## config.mk

```make
export PLATFORM = sky130hd
export DESIGN_NAME = alu_unit
export DESIGN_NICKNAME = d
export VERILOG_FILES = /design/src/rtl/alu_unit.sv
export SDC_FILE = /design/constraint.sdc
export NUM_CORES = 1
export LEC_CHECK = 0
export CORE_ASPECT_RATIO = 1.5
export CORE_MARGIN = 2
export CORE_UTILIZATION = 57
export DETAILED_ROUTE_END_ITERATION = 10
export HOLD_SLACK_MARGIN = 0.12
export PLACE_DENSITY = 0.81
export SKIP_LAST_GASP = 1
export SYNTH_ARGS = -nofsm -noshare
export SYNTH_HDL_FRONTEND = slang
export SYNTH_SLANG_ARGS = --single-unit
```

## constraint.sdc

```tcl
create_clock -name clk -period 8.8 [get_ports clk]
set_input_delay 1.76 -clock clk [delete_from_list [all_inputs] [get_ports clk]]
set_output_delay 1.76 -clock clk [all_outputs]
set_load 0.01 [all_outputs]
```

## src/rtl/alu_unit.sv

```systemverilog
// rtl/alu_unit.sv - single-stage integer ALU feeding the RS-side result broadcast
// Widths and opcode tags mirror defines.v; guards let defines.v take precedence when present.

`ifndef ILEN
`define ILEN 6
`endif
`ifndef RLEN
`define RLEN 32
`endif
`ifndef RBID
`define RBID 4
`endif

`ifndef NULL6
`define NULL6 6'd0
`define LUI   6'd1
`define AUIPC 6'd2
`define JAL   6'd3
`define JALR  6'd4
`define BEQ   6'd5
`define BNE   6'd6
`define BLT   6'd7
`define BGE   6'd8
`define BLTU  6'd9
`define BGEU  6'd10
`define ADDI  6'd19
`define SLTI  6'd20
`define SLTIU 6'd21
`define XORI  6'd22
`define ORI   6'd23
`define ANDI  6'd24
`define SLLI  6'd25
`define SRLI  6'd26
`define SRAI  6'd27
`define ADD   6'd28
`define SUB   6'd29
`define SLL   6'd30
`define SLT   6'd31
`define SLTU  6'd32
`define XOR   6'd33
`define SRL   6'd34
`define SRA   6'd35
`define OR    6'd36
`define AND   6'd37
`endif

module alu_unit (
  input  logic              clk,
  input  logic              rst,
  input  logic              rdy,
  input  logic              jp_wrong,
  input  logic              ari_ins_flag,
  input  logic [`ILEN-1:0]  ari_insty,
  input  logic [`RLEN-1:0]  ari_val1,
  input  logic [`RLEN-1:0]  ari_val2,
  input  logic [`RBID-1:0]  ari_ROB_idx,
  output logic              val_flag_RS,
  output logic [`RBID-1:0]  val_idx_RS,
  output logic [`RLEN-1:0]  val_RS
);

  logic [`RLEN-1:0] result;
  logic [4:0]       shamt;
  logic             lt_s;
  logic             lt_u;
  logic [`RLEN-1:0] sum;

  assign shamt = ari_val2[4:0];
  assign lt_s  = $signed(ari_val1) < $signed(ari_val2);
  assign lt_u  = ari_val1 < ari_val2;
  assign sum   = ari_val1 + ari_val2;

  // Unsupported tags still produce a zero broadcast so the ROB entry can retire.
  always_comb begin
    result = '0;
    case (ari_insty)
      `ADD, `ADDI:   result = sum;
      `SUB:          result = ari_val1 - ari_val2;
      `AND, `ANDI:   result = ari_val1 & ari_val2;
      `OR, `ORI:     result = ari_val1 | ari_val2;
      `XOR, `XORI:   result = ari_val1 ^ ari_val2;
      `SLL, `SLLI:   result = ari_val1 << shamt;
      `SRL, `SRLI:   result = ari_val1 >> shamt;
      `SRA, `SRAI:   result = $unsigned($signed(ari_val1) >>> shamt);
      `SLT, `SLTI:   result = {{(`RLEN-1){1'b0}}, lt_s};
      `SLTU, `SLTIU: result = {{(`RLEN-1){1'b0}}, lt_u};
      `BEQ:          result = {{(`RLEN-1){1'b0}}, ari_val1 == ari_val2};
      `BNE:          result = {{(`RLEN-1){1'b0}}, ari_val1 != ari_val2};
      `BLT:          result = {{(`RLEN-1){1'b0}}, lt_s};
      `BGE:          result = {{(`RLEN-1){1'b0}}, ~lt_s};
      `BLTU:         result = {{(`RLEN-1){1'b0}}, lt_u};
      `BGEU:         result = {{(`RLEN-1){1'b0}}, ~lt_u};
      `JALR:         result = {sum[`RLEN-1:1], 1'b0};
      default:       result = '0;
    endcase
  end

  // Broadcast is registered so same-cycle forwarding in consumers never sees a combinational path.
  always_ff @(posedge clk) begin
    if (rst || jp_wrong) begin
      val_flag_RS <= 1'b0;
      val_idx_RS  <= '0;
      val_RS      <= '0;
    end else if (rdy) begin
      val_flag_RS <= ari_ins_flag;
      if (ari_ins_flag) begin
        val_idx_RS <= ari_ROB_idx;
        val_RS     <= result;
      end
    end
  end

endmodule

```

==> results.ini <==
[status]
status=finished, final reports clean

[floorplan]
floorplan.core_area_mm2=0.0180
io_pins=116
die_w_um=115
floorplan.initialDensity_pct=58.4
dieArea_mm2=0.0196
rows=60
die_height_um=170

[power]
ir_drop_mv=0.0786
leakagePower_nw=4.64
p_per_area_mw_per_mm2=89.6

[detailed_routing]
drt_wl_total_um=49600
vias=13248
drc=0
routed_via_density=7.54
drt_first_pass_iters=6
ant_nets=0
drt_iter0_drc=1705
wl_per_cell_um=28.2

[clocking]
clk_pin_slew_ns=0.07
clkLatencyLatePin_ns=0.29
h-tree-depth=2
cts.path.max_buffers=2
cts_tree=built
cts_resized=0
cts_made_buffers=5
cts_hold_buf=0
cts_sinks=37
root_buffer=clkbuf_16
post_cts_buffers=0

[synthesis]
synth_top_area_share_pct=11.5
synthTopCellsByCount=nor2_1, a21oi_1, nand2_1
ys_types=88
ys_ff_latch=37
synth_area_leaders=ha_1, mux4_2, a21oi_1
synthMuxAreaShare_pct=14.8
yosys.area_share.simple_pct=20.6
synth-xor-area-share_pct=0.500
ys.flop_type=dfxtp_1
synth_area_per_cell_um2=6.91
yosys_warnings=0
synth_top_area_cell=ha_1
synth_fa_ha_area_share_pct=11.9
synth_edf_count=0
syn_area_mm2=0.0105
yosys.cell_count.top_type=nor2_1
seq_area_frac_synth_pct=7.04
synth_compound_area_share_pct=36.4
synth_nets=1699
syn_inst=1521
synth_top_family_by_area=compound AO/OA/AOI/OAI gates
synthArstFlopShare_pct=0

[worst_hold_path]
min_path_cells=2
min_path_type=reg2reg

[worst_setup_path]
critPathMaxFanout=25
critPathRequiredTime_ns=8.99
setup.worst_path.end_class=flip-flop
critPathKind=in2reg
worst_ep_arrival_time_ns=6.06
r2r_cells=8
cp-start-kind=input port

[timing]
setup_viol=0
hold_viol=0
maxSlewHeadroom_pct=25.7
drv_slew=0
setup_tns_ns=0
fin_crit_sh_pct=66.7
skew_ns=0
layout_min_cycle_time_ns=5.87
tightest_slew_ns=1.10
rsz0062_at_grt=no
timing.fmax_mhz=170

[global_routing]
grt_antenna_before_repair=0
grt_pass1_vias=12449
overflow=0
gr-usage-all-layers_pct=49.3
grt_pass1_wl_um=73500
grt_max_degree=76

[flow_run]
max_cap_violations=0

[layout]
area_growth_pct=11.3
multi_input_area_mm2=0.00887
n_fill_cell=1674
drive_above_1_share_pct=7.53
diodes=0
fin_nets=1718
fin_cells=1758
seqCellArea_um2=741

[place]
hpwl_um=38100
io_buffers=115
routabilityCongestion=1.09
dp_cells=1750

[stage by stage]
stage	setup WS (ns)	hold slack (ns)	instance area (µm²)	util, %	power (mW)
after floorplan	3.50	0.474	10500	-	0.582
after CTS	3.18	0.458	11700	65.0	1.01
after global routing	2.66	0.474	11700	65.0	1.08
final	2.93	0.457	11700	65.0	1.05
after detailed placement	2.86	0.446	11500	64.0	0.790
after global placement	2.93	0.436	11500	64.0	0.787
[worst paths after layout]
kind	slack, ns	endpoint	startpoint
max	2.93	val_RS[14]	ari_val2[0]
min	0.46	val_idx_RS[2]	val_idx_RS[2]
max reg2reg	6.63	val_RS[29]	val_RS[29]
min reg2reg	0.46	val_idx_RS[2]	val_idx_RS[2]
[registers in the layout, indices dropped and copies added, names as in the netlist]
signal and count:
val_RS 32, val_flag_RS 1, val_idx_RS 4
[layout make-up]
cell class                      count  share of cell area [%]
Clock buffer                        5                    1.07
Timing Repair Buffer              132                    10.7
Multi-Input combinational cell   1260                    75.8
Sequential cell                    37                    6.33
Inverter                          104                    3.34
Tap cell                          217                    2.32
Clock inverter                      3                   0.396
[worst max-delay path: stages]
cell and delay [ns]:
buf_2 0.44, clkinv_1 0.97, ha_1 0.66, nand2_1 0.10, o21ai_0 0.19, mux2i_1 0.49, mux2i_1 0.24, nand2_1 0.11
o21ai_0 0.22, a221oi_1 0.41, o211ai_1 0.23, a22o_1 0.24
[placed cells by master (no fill, tap or decap), types with 10 or more instances in the layout]
cell	synthesis	final
o2111ai_1	10	10
a31oi_1	24	24
o211ai_1	24	24
mux4_2	43	43
dfxtp_1	37	37
nand2_1	136	136
inv_1	100	99
nand2b_1	13	13
a221oi_1	25	25
nor2_1	177	175
a211oi_1	26	26
mux2i_1	50	50
a21o_1	17	17
or3_1	11	11
a21oi_1	148	146
nor4_1	14	14
nand4_1	11	11
nand3_1	23	23
buf_4	6	18
or2_2	10	10
a211o_1	13	13
o22ai_1	20	20
clkdlybuf4s50_1	0	110
o31ai_1	13	13
ha_1	97	97
o21ai_0	123	123
nor3_1	41	41
o21bai_1	24	24
[metal layers]
layer,global-route usage (%),share of wire [%]
met4,35.5,9.4
met2,77.9,44
met3,9.69,13
met5,0,0
met1,59.1,34
[where the power goes]
| part | switching (mW) | internal (mW) | total [mW] | leakage [nW] |
|---|---|---|---|---|
| registers | 0.00147 | 0.170 | 0.171 | 0.299 |
| clock network | 0.0928 | 0.135 | 0.228 | 0.0800 |
| logic | 0.423 | 0.227 | 0.650 | 4.26 |
| total | 0.517 | 0.531 | 1.05 | 4.64 |
[kinds of logic after synthesis]
| family | Yosys count |
|---|---|
| xor+xnor | 6 |
| flops | 37 |
| buf+inv | 224 |
| mux | 101 |
| simple gates | 478 |
| fa+ha+maj | 99 |
| compound gates | 576 |
Power figures use the tool's default switching activity.
